$ cat src/rtl/uart_pkg.sv
// Shared UART definitions: frame state encoding, parity modes and frame sizing.
// Used by both the transmitter and the receiver.
package uart_pkg;

  typedef enum logic [2:0] {
    ST_IDLE,
    ST_START,
    ST_DATA,
    ST_PARITY,
    ST_STOP
  } uart_state_e;

  localparam int PAR_NONE = 0;
  localparam int PAR_EVEN = 1;
  localparam int PAR_ODD  = 2;

  // Bit periods in one frame: start + data + optional parity + stop bits.
  function automatic int frame_bits(input int data_bits, input int parity, input int stop_bits);
    return 1 + data_bits + ((parity != PAR_NONE) ? 1 : 0) + stop_bits;
  endfunction

endpackage

$ cat src/rtl/uart_bit_timer.sv
// Counts enable strobes within one bit period and flags the strobe that ends it.
// Holds while enable is low; clear forces the count back to zero.
module uart_bit_timer #(
  parameter int OVERSAMPLE = 16
) (
  input  logic clk,
  input  logic reset,
  input  logic clear,
  input  logic enable,
  output logic bit_end
);

  localparam int CNT_W = (OVERSAMPLE > 1) ? $clog2(OVERSAMPLE) : 1;
  localparam logic [CNT_W-1:0] CNT_LAST = CNT_W'(OVERSAMPLE - 1);

  logic [CNT_W-1:0] count_reg;
  logic [CNT_W-1:0] count_next;

  assign bit_end = enable && !clear && (count_reg == CNT_LAST);

  always_comb begin
    count_next = count_reg;
    if (clear) begin
      count_next = '0;
    end else if (enable) begin
      count_next = bit_end ? '0 : count_reg + 1'b1;
    end
  end

  always_ff @(posedge clk or negedge reset) begin
    if (!reset) begin
      count_reg <= '0;
    end else begin
      count_reg <= count_next;
    end
  end

endmodule

$ cat src/rtl/uart_tx_frame.sv
// Parametrised UART transmitter: ready/valid word intake, configurable data width,
// parity and stop bits, paced by an oversampling baud strobe.
module uart_tx_frame
  import uart_pkg::*;
#(
  parameter int DATA_BITS  = 8,
  parameter int PARITY     = 0,
  parameter int STOP_BITS  = 1,
  parameter int OVERSAMPLE = 16
) (
  input  logic                 clk,
  input  logic                 reset,
  input  logic                 enable,
  input  logic                 transmit,
  input  logic [DATA_BITS-1:0] txDataIn,
  output logic                 txReady,
  output logic                 txDataOut,
  output logic                 busy,
  output logic                 txDone
);

  if (DATA_BITS < 5 || DATA_BITS > 9) begin : g_bad_data_bits
    $error("uart_tx_frame: DATA_BITS must be in 5..9");
  end
  if (PARITY < PAR_NONE || PARITY > PAR_ODD) begin : g_bad_parity
    $error("uart_tx_frame: PARITY must be 0, 1 or 2");
  end
  if (STOP_BITS != 1 && STOP_BITS != 2) begin : g_bad_stop_bits
    $error("uart_tx_frame: STOP_BITS must be 1 or 2");
  end
  if (OVERSAMPLE < 1) begin : g_bad_oversample
    $error("uart_tx_frame: OVERSAMPLE must be at least 1");
  end

  localparam int IDX_W = $clog2(DATA_BITS);
  localparam logic [IDX_W-1:0] LAST_DATA = IDX_W'(DATA_BITS - 1);
  localparam logic LAST_STOP = 1'(STOP_BITS - 1);

  uart_state_e          state_reg, state_next;
  logic [DATA_BITS-1:0] shift_reg, shift_next;
  logic [IDX_W-1:0]     bit_idx_reg, bit_idx_next;
  logic                 stop_idx_reg, stop_idx_next;
  logic                 parity_reg, parity_next;
  logic                 line_reg, line_next;
  logic                 ready_reg, ready_next;
  logic                 done_reg, done_next;
  logic                 timer_clear;
  logic                 bit_end;

  // Holding the timer clear while idle means the acceptance-cycle strobe is never counted.
  assign timer_clear = (state_reg == ST_IDLE);

  uart_bit_timer #(
    .OVERSAMPLE(OVERSAMPLE)
  ) u_bit_timer (
    .clk    (clk),
    .reset  (reset),
    .clear  (timer_clear),
    .enable (enable),
    .bit_end(bit_end)
  );

  always_comb begin
    state_next    = state_reg;
    shift_next    = shift_reg;
    bit_idx_next  = bit_idx_reg;
    stop_idx_next = stop_idx_reg;
    parity_next   = parity_reg;
    done_next     = 1'b0;

    unique case (state_reg)
      ST_IDLE: begin
        if (transmit && ready_reg) begin
          state_next    = ST_START;
          shift_next    = txDataIn;
          parity_next   = (^txDataIn) ^ (PARITY == PAR_ODD);
          bit_idx_next  = '0;
          stop_idx_next = 1'b0;
        end
      end
      ST_START: begin
        if (bit_end) state_next = ST_DATA;
      end
      ST_DATA: begin
        if (bit_end) begin
          shift_next = shift_reg >> 1;
          if (bit_idx_reg == LAST_DATA) begin
            bit_idx_next = '0;
            state_next   = (PARITY != PAR_NONE) ? ST_PARITY : ST_STOP;
          end else begin
            bit_idx_next = bit_idx_reg + 1'b1;
          end
        end
      end
      ST_PARITY: begin
        if (bit_end) state_next = ST_STOP;
      end
      ST_STOP: begin
        if (bit_end) begin
          if (stop_idx_reg == LAST_STOP) begin
            state_next = ST_IDLE;
            done_next  = 1'b1;
          end else begin
            stop_idx_next = stop_idx_reg + 1'b1;
          end
        end
      end
      default: state_next = ST_IDLE;
    endcase

    // Line level is registered from the next state so the pad never glitches.
    unique case (state_next)
      ST_START:  line_next = 1'b0;
      ST_DATA:   line_next = shift_next[0];
      ST_PARITY: line_next = parity_next;
      default:   line_next = 1'b1;
    endcase

    ready_next = (state_next == ST_IDLE);
  end

  always_ff @(posedge clk or negedge reset) begin
    if (!reset) begin
      state_reg    <= ST_IDLE;
      shift_reg    <= '0;
      bit_idx_reg  <= '0;
      stop_idx_reg <= 1'b0;
      parity_reg   <= 1'b0;
      line_reg     <= 1'b1;
      ready_reg    <= 1'b0;
      done_reg     <= 1'b0;
    end else begin
      state_reg    <= state_next;
      shift_reg    <= shift_next;
      bit_idx_reg  <= bit_idx_next;
      stop_idx_reg <= stop_idx_next;
      parity_reg   <= parity_next;
      line_reg     <= line_next;
      ready_reg    <= ready_next;
      done_reg     <= done_next;
    end
  end

  assign txReady   = ready_reg;
  assign txDataOut = line_reg;
  assign busy      = (state_reg != ST_IDLE);
  assign txDone    = done_reg;

endmodule
$ cat config.mk
export PLATFORM = sky130hd
export DESIGN_NAME = uart_tx_frame
export DESIGN_NICKNAME = d
export VERILOG_FILES = /design/src/rtl/uart_pkg.sv /design/src/rtl/uart_bit_timer.sv /design/src/rtl/uart_tx_frame.sv
export SDC_FILE = /design/constraint.sdc
export NUM_CORES = 1
export LEC_CHECK = 0
export BUFFER_PORTS_ARGS = -buffer_cell sky130_fd_sc_hd__buf_2
export CAP_MARGIN = 20
export CORE_UTILIZATION = 58
export CTS_CLUSTER_DIAMETER = 60
export DETAILED_ROUTE_END_ITERATION = 10
export PLACE_DENSITY = 0.79
export SYNTH_ARGS = -nofsm -noshare
export SYNTH_HDL_FRONTEND = slang
export SYNTH_SLANG_ARGS = --single-unit
$ cat constraint.sdc
create_clock -name clk -period 3.2 [get_ports clk]
set_input_delay 0.32 -clock clk [delete_from_list [all_inputs] [get_ports clk]]
set_output_delay 0.32 -clock clk [all_outputs]
set_load 0.05 [all_outputs]
==> After elaboration in Yosys (flattened, before gate mapping) <==
Cells that the tools add are included.
{ "totals": {"regBits": 23, "latch_bits": 0, "ram_bits": 0, "rom_bits": 0, "output_inout_bits": 4, "wordCells": 66, "memories": 0} }
{ "classes": {"n_addsub": 3, "n_mul": 0, "div": 0, "order_cmp": 0, "n_eq_ne": 12, "n_shift": 0, "mux": 28, "bitwise": 0, "reduce_logical": 13} }
{ "op_table": {"columns": ["cell", "n"], "rows": [
  ["3-bit two-way mux", 10],
  ["8-bit two-way mux", 2],
  ["8-bit one-hot mux with 2 select lines", 1],
  ["3-bit one-hot mux with 5 select lines", 1],
  ["3-bit by 2-bit == test with 1-bit output (second input constant)", 4],
  ["4-bit two-way mux", 3],
  ["1-bit two-way mux", 8],
  ["8-bit XOR reduction", 1],
  ["3-bit by 1-bit == test with 1-bit output (second input constant)", 2],
  ["3-bit == test (second input constant)", 2],
  ["3-bit logical NOT", 2],
  ["3-bit one-hot mux with 2 select lines", 1],
  ["3-bit AND reduction", 2],
  ["2-bit nonzero test", 3],
  ["4-bit by 1-bit adder with 4-bit output (second input constant)", 1],
  ["4-bit == test (second input constant)", 1],
  ["2-bit by 1-bit inequality test with 1-bit output (second input constant)", 2],
  ["3-bit by 1-bit adder with 3-bit output (second input constant)", 1],
  ["1-bit logical AND", 3],
  ["1-bit one-hot mux with 3 select lines", 1],
  ["3-bit nonzero test", 1],
  ["2-bit inequality test (second input constant)", 1],
  ["1-bit one-hot mux with 2 select lines", 1],
  ["1-bit adder (second input constant)", 1],
  ["1-bit logical NOT", 1]
]} }

==> Logic depth before layout (Yosys ltp) <==
Gate-level depths: netlist (run 1).
{ "depth": {"depth_word": 8, "depth_mapped": 7} }

==> Cells and area by module <==
Synthesis (run 1) repeated with hierarchy kept, for this count alone.
{ "hier_totals": {"hier_cells": 106, "area_unflattened_um2": 1076.0} }
{ "by_module_without_submodules": {"columns": ["module", "instances", "cells_per_inst", "area_per_inst_um2", "seq_area_each_um2"], "rows": [
  ["uart_tx_frame", 1, 85, 873.3, 451.7],
  ["uart_bit_timer", 1, 21, 202.7, 100.1]
]} }

==> Worst setup path after synthesis (run 1) <==
OpenSTA, ideal clock, no wires.
{ "synth_timing": {"kind": "register to register", "start": "register u_bit_timer.count_reg[0]", "end": "register line_reg (netlist: txDataOut)", "setup_time_ps": 86, "arrival_time_ps": 1484, "setup_slack_ps": 1631, "stages_incl_launch_ff": 7, "n_path_buf": 0, "cell_sequence": "dfrtp_1 > ha_1 > and4_1 > and3_1 > a221o_1 > o21ai_1 > o31ai_1"} }
{ "synth_between": {"word_cells_on_any_way": 13, "cone_classes": "4 x eq/ne; 8 x mux; 1 x reduce/logical"} }
{ "synth_rtl": {"columns": ["element", "line", "rtl"], "rows": [
  ["start: declaration", "uart_bit_timer.sv:16", "logic [CNT_W-1:0] count_reg;"],
  ["start signal: assignment", "uart_bit_timer.sv:34", "count_reg <= count_next;"],
  ["4-bit == test", "uart_bit_timer.sv:19", "assign bit_end = enable && !clear && (count_reg == CNT_LAST);"],
  ["1-bit logical AND", "uart_bit_timer.sv:19", null],
  ["8-bit two-way mux", "uart_tx_frame.sv:85", "if (bit_end) begin"],
  ["8-bit one-hot mux with 2 select lines", "uart_tx_frame.sv:71", "unique case (state_reg)"],
  ["net shift_next[0]", "uart_tx_frame.sv:40", "logic [DATA_BITS-1:0] shift_reg, shift_next;"],
  ["1-bit one-hot mux with 3 select lines", "uart_tx_frame.sv:112", "unique case (state_next)"],
  ["net line_next", "uart_tx_frame.sv:44", "logic line_reg, line_next;"],
  ["end signal: assignment", "uart_tx_frame.sv:138", "line_reg <= line_next;"],
  ["end: declaration", "uart_tx_frame.sv:44", null]
]} }
The timed path passes the listed nets, and every way through them passes these cells. The select of a mux whose other input is x is not followed.
A chain may end at the register's enable or synchronous reset.

==> Final worst setup path (run 1) <==
Ends and elaborated chain as after synthesis.

==> impl_metrics.env, run 1 <==
export IMPL_p_int_uw=543
export IMPL_synth_seq_area_share_pct=51.3
export IMPL_grt_ovfl_total=0
export IMPL_grtUsageTotal_pct=22.5
export IMPL_synth_top_family_by_area="simple AND/OR/NAND/NOR gates"
export IMPL_cts_htree_levels=1
export IMPL_multi_input_area_sq_um=487
export IMPL_postSynthCellCount=107
export IMPL_fmax_ghz=0.504
export IMPL_antenna_found_initial=0
export IMPL_die_h_um=45.1
export IMPL_cap_violations=0
export IMPL_max_stage_delay_ps=520
export IMPL_status="finished, final reports clean"
export IMPL_clock_latency_ps=300
export IMPL_crit_required_ps=3420
export IMPL_grt_pass1_vias=747
export IMPL_wl_mm=1.93
export IMPL_synth_area_mux_share_pct=1.86
export IMPL_fill_cells=134
export IMPL_worstSetupPathType="reg -> reg"
export IMPL_seq_area_sq_um=552
export IMPL_std_cell_rows=15
export IMPL_p_sw_uw=329
export IMPL_hold_viol=0
export IMPL_synth_top_area_share_pct=48.8
export IMPL_synth_compound_area_share_pct=15.3
export IMPL_largest_reg_flops=8
export IMPL_synth_area_leader_cell="dfrtp_1"
export IMPL_slew_violations=0
export IMPL_synthTopCellsByArea="dfrtp_1, nand2_1, xnor2_1"
export IMPL_grt_start_max_net_pins=23
export IMPL_tns_ps=0
export IMPL_holdCritPathClass="in -> reg"
export IMPL_hpwl_mm=1.47
export IMPL_cts_made_buffers=3
export IMPL_vias_per_cell=5.44
export IMPL_setup_ws_ps=1220
export IMPL_setup_violations=0
export IMPL_vias=805
export IMPL_cpLargestDelayFamily="compound AO/OA/AOI/OAI gates"
export IMPL_die_w_um=45.1
export IMPL_cp_max_fo=14
export IMPL_start_util_pct=62.3
export IMPL_relSlewSlack_pct=59.0
export IMPL_syn_nets=122
export IMPL_ys_types=31
export IMPL_startpoint_type="flip-flop"
export IMPL_clkSlewWorstSetupHoldPaths_ps=110
export IMPL_cellPowerDensity_mw_per_mm2=721
export IMPL_cp_num_buf_inv=0
export IMPL_io_pins=16
export IMPL_drive_gt1_share_pct=18.7
export IMPL_final_nets=139
export IMPL_power_frac_clock_pct=16.8
export IMPL_worst_pin_slew_ps=615
export IMPL_place_ws_ps=1240
export IMPL_ys_ff_latch=22
export IMPL_die_area_sq_mm=0.00203
export IMPL_crit_chain="ha_1, and4_1, a32oi_2, a221o_1, o21ai_1, o31ai_1"
export IMPL_postRouteAntennaNets=0
export IMPL_synthXorXnorAreaFrac_pct=6.51
export IMPL_grt_pass1_wl_mm=3.17
export IMPL_ctsResizeCount=0
export IMPL_p_comb_share_pct=31.8
export IMPL_core_area_sq_mm=0.00173
export IMPL_root_buffer="clkbuf_4"
export IMPL_synth_area_sq_mm=0.00108
export IMPL_finalCritPeriodShare_pct=62.0
export IMPL_finClkSkew_ps=2.31
export IMPL_rsz0062_at_grt="false"
export IMPL_gp_congestion=0.815
export IMPL_critPathCaptureType="flip-flop"
export IMPL_p_leak_nw=0.585
export IMPL_irDropWorstVdd_v=0.000491
export IMPL_area_growth_synth_to_final_pct=12.4
export IMPL_cts_tree="yes"
export IMPL_clock_sinks=22
export IMPL_antenna_cells=0
export IMPL_yosysWarnings=0
export IMPL_port_buffers=15
export IMPL_first_iter_violations=21
export IMPL_min_period_ps=1980
export IMPL_clk_path_buf_depth=2
export IMPL_swShare_pct=37.7
export IMPL_avgRoutedWirePerCell_um=13.0
export IMPL_synth_simple_area_share_pct=18.0
export IMPL_p_seq_share_pct=51.3
export IMPL_drc=0
export IMPL_slowest_stage="a32oi_2"
export IMPL_synthAdderAreaFrac_pct=3.49
export IMPL_syn_avg_cell_area_sq_um=10.1
export IMPL_cp_arrival_ps=2200
export IMPL_drtPass1Iterations=4
-- routing by layer --
metal  routed length [um]  share of wire [%]  track usage [%]
met5                    0                  0                0
met1                  892                 46             27.4
met3                   50                2.6             8.40
met2                  973                 50             37.4
met4                   14               0.73             6.06
-- kinds of logic after synthesis --
group / Yosys count
xor+xnor: 8
fa+ha+maj: 3
buf+inv: 9
compound gates: 23
simple gates: 40
mux: 2
flops: 22
-- cells in the final DEF (no fill, tap or decap), drive strengths merged --
cell type,instances
a21o,1
a21oi,2
a221o,1
a22o,1
a22oi,6
a31oi,2
a32oi,1
a41oi,1
and2,1
and3,3
and4,1
buf,15
clkbuf,4
dfrtp,21
dfstp,1
dlygate4sd3,1
ha,3
inv,5
mux2i,2
nand2,19
nand3,3
nand4,1
nor2,9
nor3,2
nor3b,1
o21ai,6
o31ai,1
o41ai,1
xnor2,7
xor2,1
-- layout make-up --
| type | count | area share, % |
|---|---|---|
| Sequential cell | 22 | 45.6 |
| Clock buffer | 4 | 3.00 |
| Tap cell | 25 | 2.59 |
| Inverter | 5 | 1.55 |
| Multi-Input combinational cell | 76 | 40.2 |
| Timing Repair Buffer | 16 | 7.03 |
-- power groups by stage --
stage          Clock (mW)  Sequential [mW]  Combinational [mW]
2_1_floorplan           0            0.467               0.185
3_3_place_gp            0            0.447               0.267
3_5_place_dp            0            0.451               0.281
4_1_cts             0.152            0.446               0.282
5_1_grt             0.167            0.459               0.308
6_report            0.147            0.448               0.278
-- Yosys cell counts --
library cell	number
a21o_1	1
a21oi_1	2
a221o_1	1
a22o_1	1
a22oi_1	6
a31oi_1	2
a32oi_2	1
a41oi_1	1
and2_1	1
and3_1	3
and4_1	1
buf_2	3
clkbuf_1	1
dfrtp_1	21
dfstp_2	1
ha_1	3
inv_1	5
mux2i_1	2
nand2_1	19
nand3_1	3
nand4_1	1
nor2_1	9
nor3_1	1
nor3_4	1
nor3b_2	1
o21ai_0	4
o21ai_1	2
o31ai_1	1
o41ai_1	1
xnor2_1	7
xor2_1	1
-- path summary, 6_finish.rpt --
kind | start | endpoint | slack (ps) | cells past startpoint
max | u_bit_timer.count_reg[0]$_DFFE_PN0P_ | txDataOut$_DFF_PN1_ | 1220 | 6
max in group asynchronous | reset | txDataOut$_DFF_PN1_ | 2360 | 2
min | txDataIn[7] | shift_reg[7]$_DFFE_PN0P_ | 270 | 2
min reg2reg | shift_reg[1]$_DFFE_PN0P_ | shift_reg[1]$_DFFE_PN0P_ | 490 | 2
max reg2reg | u_bit_timer.count_reg[0]$_DFFE_PN0P_ | txDataOut$_DFF_PN1_ | 1220 | 6
min in group asynchronous | reset | state_reg[2]$_DFF_PN0_ | 490 | 2
-- repair_timing --
| item | CTS | global route |
|---|---|---|
| endpoints found under the hold margin | 21 | 0 |
| hold buffers | 1 | 0 |
| setup buffers | 0 | 0 |
-- per-stage QoR --
stage	cells	power [mW]	hold slack [ps]	cell area, sq um	utilization (%)
2_1_floorplan	107	0.651	24.4	1080	-
3_3_place_gp	143	0.714	296	1160	67.4
3_5_place_dp	143	0.732	303	1160	67.4
4_1_cts	148	0.881	264	1210	70.1
5_1_grt	148	0.934	247	1210	70.1
6_report	148	0.872	270	1210	70.1
Note: power is estimated with default switching activity, not from simulation.
==> run 2, diff against run 1 <==
Settings changed: CORE_UTILIZATION 58 to 54, PLACE_DENSITY 0.79 to 0.74.
Clock period 3.2 ns to 1.85 ns, I/O delays scaled along.
==> impl_metrics.env, run 2 (same netlist as run 1, synthesis figures left out) <==
export IMPL_setup_violations=0
export IMPL_whs_endpoint="shift_reg[2]$_DFFE_PN0P_"
export IMPL_clkSlewWorstSetupHoldPaths_ps=120
export IMPL_drc=0
export IMPL_cts_tree="yes"
export IMPL_clk_path_buf_depth=2
export IMPL_worstHoldStart="txDataIn[2]"
export IMPL_clock_latency_ps=300
export IMPL_std_cell_rows=15
export IMPL_grt_ovfl_total=0
export IMPL_grt_pass1_wl_mm=3.35
export IMPL_p_leak_nw=0.599
export IMPL_power_mw=1.50
export IMPL_drive_gt1_share_pct=20.5
export IMPL_slew_violations=0
export IMPL_die_area_sq_mm=0.00218
export IMPL_layout_commonest_cell="dfrtp_1"
export IMPL_die_h_um=46.6
export IMPL_status="finished, final reports clean"
export IMPL_utilization_pct=68.3
export IMPL_cp_arrival_ps=1960
export IMPL_min_period_ps=1730
export IMPL_grt_start_max_net_pins=23
export IMPL_drtPass1Iterations=4
export IMPL_area_growth_synth_to_final_pct=14.3
export IMPL_layout_common_cells="dfrtp_1, nand2_1, buf_2, nor2_1, xnor2_1"
export IMPL_grtUsageTotal_pct=21.7
export IMPL_r2r_start="u_bit_timer.count_reg[0]$_DFFE_PN0P_"
export IMPL_reg2reg_to="txDataOut$_DFF_PN1_"
export IMPL_relSlewSlack_pct=68.4
export IMPL_slowest_stage="dfrtp_1"
export IMPL_largest_reg_flops=8
export IMPL_vias=830
export IMPL_finClkSkew_ps=3.48
export IMPL_wl_mm=2.04
export IMPL_worstSetupPathType="reg -> reg"
export IMPL_cap_violations=0
export IMPL_rsz0062_at_grt="false"
export IMPL_port_buffers=15
export IMPL_antenna_cells=0
export IMPL_r2r_setup_slack_ps=120
export IMPL_postRouteAntennaNets=0
export IMPL_cellPowerDensity_mw_per_mm2=1220
export IMPL_core_area_sq_mm=0.00180
export IMPL_fill_cells=154
export IMPL_holdCritPathClass="in -> reg"
export IMPL_die_w_um=46.6
export IMPL_crit_chain="ha_1, and4_1, and3_1, a221o_1, o21ai_1, o31ai_1"
export IMPL_hold_viol=0
export IMPL_hpwl_mm=1.59
export IMPL_multi_input_area_sq_um=487
export IMPL_cts_htree_levels=1
export IMPL_cts_made_buffers=3
export IMPL_tns_ps=0
export IMPL_vias_per_cell=5.46
export IMPL_gp_congestion=0.802
export IMPL_fmax_ghz=0.577
export IMPL_cp_max_fo=5
export IMPL_io_pins=16
export IMPL_ctsResizeCount=0
export IMPL_root_buffer="clkbuf_4"
export IMPL_critPathCaptureType="flip-flop"
export IMPL_ff2ff_path_depth=6
export IMPL_first_iter_violations=10
export IMPL_dpl_cell_area_sq_mm=0.00119
export IMPL_startpoint_type="flip-flop"
export IMPL_max_stage_delay_ps=440
export IMPL_irDropWorstVdd_v=0.000765
export IMPL_hold_path_depth=3
export IMPL_grt_pass1_vias=780
export IMPL_antenna_found_initial=0
export IMPL_worst_pin_slew_ps=474
export IMPL_clock_sinks=22
export IMPL_postLayoutCellArea_sq_mm=0.00123
export IMPL_finalCritPeriodShare_pct=93.6
export IMPL_crit_required_ps=2080
export IMPL_final_nets=143
export IMPL_seq_area_sq_um=552
export IMPL_avgRoutedWirePerCell_um=13.4
export IMPL_start_util_pct=59.7
run 2: cell types whose count changed in the layout (fill, tap and decap cells not counted), sizes merged:
cell / previous run / this run
buf: 15 / 19
run 2: final cells by class:
class,instances,area share (%)
multi-input combinational,76,39.6
sequential,22,44.9
clock buffer,4,2.14
tap,25,2.54
inverter,5,1.53
timing repair buffer,20,9.36
run 2: critical path, delay by kind of cell, from the launching register on:
| family | cells | cell delay [ps] |
|---|---|---|
| adder cells (fa/ha/maj) | 1 | 270 |
| AO/OA/AOI/OAI | 3 | 490 |
| flip-flops | 1 | 440 |
| AND/OR/NAND/NOR | 2 | 450 |
run 2: timing repair:
action                    4_1_cts  5_1_grt
setup buffers                   0        0
hold buffers                    1        0
hold endpoints to repair       21        0
run 2: power by group:
group | internal, mW | switching [mW] | leakage (nW)
clock network | 0.0839 | 0.138 | 0.0150
logic | 0.194 | 0.306 | 0.302
registers | 0.642 | 0.139 | 0.282
total | 0.920 | 0.582 | 0.599
run 2: worst max path at each step:
stage,endpoint,slack [ps],startpoint,cells past startpoint
after floorplan,txDataOut$_DFF_PN1_,280,u_bit_timer.count_reg[0]$_DFFE_PN0P_,6
after global placement,txDataOut$_DFF_PN1_,230,u_bit_timer.count_reg[0]$_DFFE_PN0P_,6
after detailed placement,txDataOut$_DFF_PN1_,150,u_bit_timer.count_reg[0]$_DFFE_PN0P_,6
after CTS,txDataOut$_DFF_PN1_,130,u_bit_timer.count_reg[0]$_DFFE_PN0P_,6
after global routing,txDataOut$_DFF_PN1_,20,u_bit_timer.count_reg[0]$_DFFE_PN0P_,6
final,txDataOut$_DFF_PN1_,120,u_bit_timer.count_reg[0]$_DFFE_PN0P_,6
run 2: per-layer routing:
metal | part of all wire (%) | routed length [um] | vias up | global-route usage, %
met5 | 0 | 0 | - | 0
met4 | 0 | 0 | 0 | 5.14
met3 | 2.2 | 45 | 0 | 3.53
met2 | 49 | 1010 | 12 | 36.1
met1 | 48 | 983 | 403 | 29.4
li1 | - | - | 415 | -
run 2: through the flow:
step / setup WS, ps / hold slack [ps] / std cells
finish: 118 / 134 / 152
global route: 23.9 / 122 / 152
CTS: 127 / 131 / 152
detailed placement: 154 / 165 / 147
global placement: 231 / 165 / 147
floorplan: 281 / -111 / 107
==> run 3, diff against run 2 <==
Settings changed: BUFFER_PORTS_ARGS -buffer_cell sky130_fd_sc_hd__buf_2 to unset, CORE_UTILIZATION 54 to 60, DONT_BUFFER_PORTS set to 1.
==> impl_metrics.env, run 3 (same netlist as run 1, synthesis figures left out) <==
export IMPL_status="finished, final reports clean"
export IMPL_final_nets=129
export IMPL_cp_arrival_ps=1930
export IMPL_cellPowerDensity_mw_per_mm2=1350
export IMPL_cap_violations=0
export IMPL_first_iter_violations=31
export IMPL_fin_hold_ws_ps=19.0
export IMPL_worst_pin_slew_ps=926
export IMPL_postLayoutCellArea_sq_mm=0.00119
export IMPL_p_leak_nw=0.555
export IMPL_hold_buffers=1
export IMPL_cp_max_fo=5
export IMPL_r2r_start="u_bit_timer.count_reg[0]$_DFFE_PN0P_"
export IMPL_fill_cells=117
export IMPL_start_util_pct=67.5
export IMPL_irDropWorstVdd_v=0.000925
export IMPL_antenna_found_initial=0
export IMPL_hpwl_mm=1.44
export IMPL_grtUsageMet1_pct=30.8
export IMPL_place_ws_ps=189
export IMPL_vias=776
export IMPL_ff2ff_path_depth=6
export IMPL_seq_area_sq_um=552
export IMPL_grt_start_max_net_pins=23
export IMPL_port_buffers=0
export IMPL_critPathCaptureType="flip-flop"
export IMPL_layout_common_cells="dfrtp_1, nand2_1, nor2_1, xnor2_1, a22oi_1"
export IMPL_area_growth_synth_to_final_pct=10.3
export IMPL_startpoint_type="flip-flop"
export IMPL_multi_input_area_sq_um=487
export IMPL_setup_violations=0
export IMPL_r2r_setup_slack_ps=150
export IMPL_die_area_sq_mm=0.00197
export IMPL_fmax_ghz=0.588
export IMPL_gp_congestion=0.798
export IMPL_die_h_um=44.4
export IMPL_top_usage_layer="met2"
export IMPL_holdCritPathClass="in -> reg"
export IMPL_root_buffer="clkbuf_4"
export IMPL_cts_htree_levels=1
export IMPL_dpl_cell_area_sq_mm=0.00112
export IMPL_grtUsageTotal_pct=22.1
export IMPL_finalCritPeriodShare_pct=91.9
export IMPL_wl_mm=1.85
export IMPL_clk_path_buf_depth=2
export IMPL_worstHoldStart="txDataIn[7]"
export IMPL_use_met2_pct=35.6
export IMPL_min_period_ps=1700
export IMPL_grt_pass1_vias=761
export IMPL_cts_made_buffers=3
export IMPL_worstSetupPathType="reg -> reg"
export IMPL_drtPass1Iterations=4
export IMPL_postRouteAntennaNets=0
export IMPL_vias_per_cell=5.66
export IMPL_io_pins=16
export IMPL_clock_latency_ps=290
export IMPL_grt_pass1_wl_mm=3.17
export IMPL_ctsResizeCount=0
export IMPL_avgRoutedWirePerCell_um=13.5
export IMPL_relSlewSlack_pct=38.1
export IMPL_crit_required_ps=2080
export IMPL_post_cts_buffers=0
export IMPL_slew_violations=0
export IMPL_setup_ws_ps=150
export IMPL_clock_sinks=22
export IMPL_cts_tree="yes"
export IMPL_clkSlewWorstSetupHoldPaths_ps=120
export IMPL_std_cell_rows=14
export IMPL_die_w_um=44.4
export IMPL_whs_endpoint="shift_reg[7]$_DFFE_PN0P_"
export IMPL_antenna_cells=0
export IMPL_rsz0062_at_grt="false"
export IMPL_grt_ovfl_total=0
export IMPL_drive_gt1_share_pct=11.5
export IMPL_largest_reg_flops=8
export IMPL_core_area_sq_mm=0.00159
export IMPL_reg2reg_to="txDataOut$_DFF_PN1_"
export IMPL_drc=0
export IMPL_utilization_pct=74.5
export IMPL_grt_use_met3_pct=3.27
export IMPL_hold_viol=0
export IMPL_finClkSkew_ps=0.518
export IMPL_hold_path_depth=1
export IMPL_tns_ps=0
export IMPL_layout_commonest_cell="dfrtp_1"
[run 3: worst max-delay path by stage]
stage	startpoint	end	slack, ps	depth (start not counted)
final	u_bit_timer.count_reg[0]$_DFFE_PN0P_	txDataOut$_DFF_PN1_	150	6
after global placement	u_bit_timer.count_reg[0]$_DFFE_PN0P_	txDataOut$_DFF_PN1_	230	6
after CTS	u_bit_timer.count_reg[0]$_DFFE_PN0P_	txDataOut$_DFF_PN1_	160	6
after global routing	u_bit_timer.count_reg[0]$_DFFE_PN0P_	txDataOut$_DFF_PN1_	80	6
after floorplan	u_bit_timer.count_reg[0]$_DFFE_PN0P_	txDataOut$_DFF_PN1_	280	6
after detailed placement	u_bit_timer.count_reg[0]$_DFFE_PN0P_	txDataOut$_DFF_PN1_	190	6
[run 3: where the power goes]
| group | total [mW] | leakage [nW] | internal [mW] | switching, mW |
|---|---|---|---|---|
| sequential | 0.800 | 0.282 | 0.643 | 0.156 |
| combinational | 0.447 | 0.246 | 0.181 | 0.266 |
| clock | 0.356 | 0.0279 | 0.219 | 0.137 |
[run 3: stage by stage]
stage / power, mW / std cells
global route: 1.71 / 137
global placement: 1.22 / 132
finish: 1.60 / 137
CTS: 1.61 / 137
floorplan: 1.13 / 107
detailed placement: 1.25 / 132
[run 3: final cells by class]
| class | instances | share of cell area (%) |
|---|---|---|
| tap | 24 | 2.53 |
| sequential | 22 | 46.5 |
| multi-input combinational | 76 | 41.0 |
| timing repair buffer | 6 | 4.00 |
| clock inverter | 1 | 2.53 |
| inverter | 5 | 1.58 |
| clock buffer | 3 | 1.90 |
[run 3: per-layer routing]
layer  part of all wire (%)  wire (um)  vias up
met2                     49        914       26
met3                    4.3         79        2
li1                       -          -      385
met4                   0.49          9        0
met1                     46        849      363
met5                      0          0        -
[run 3: critical path, cell delays in order, from the launching register on]
cell and delay (ps):
dfrtp_1 440, ha_1 270, and4_1 270, and3_1 180, a221o_1 280, o21ai_1 120
o31ai_1 80
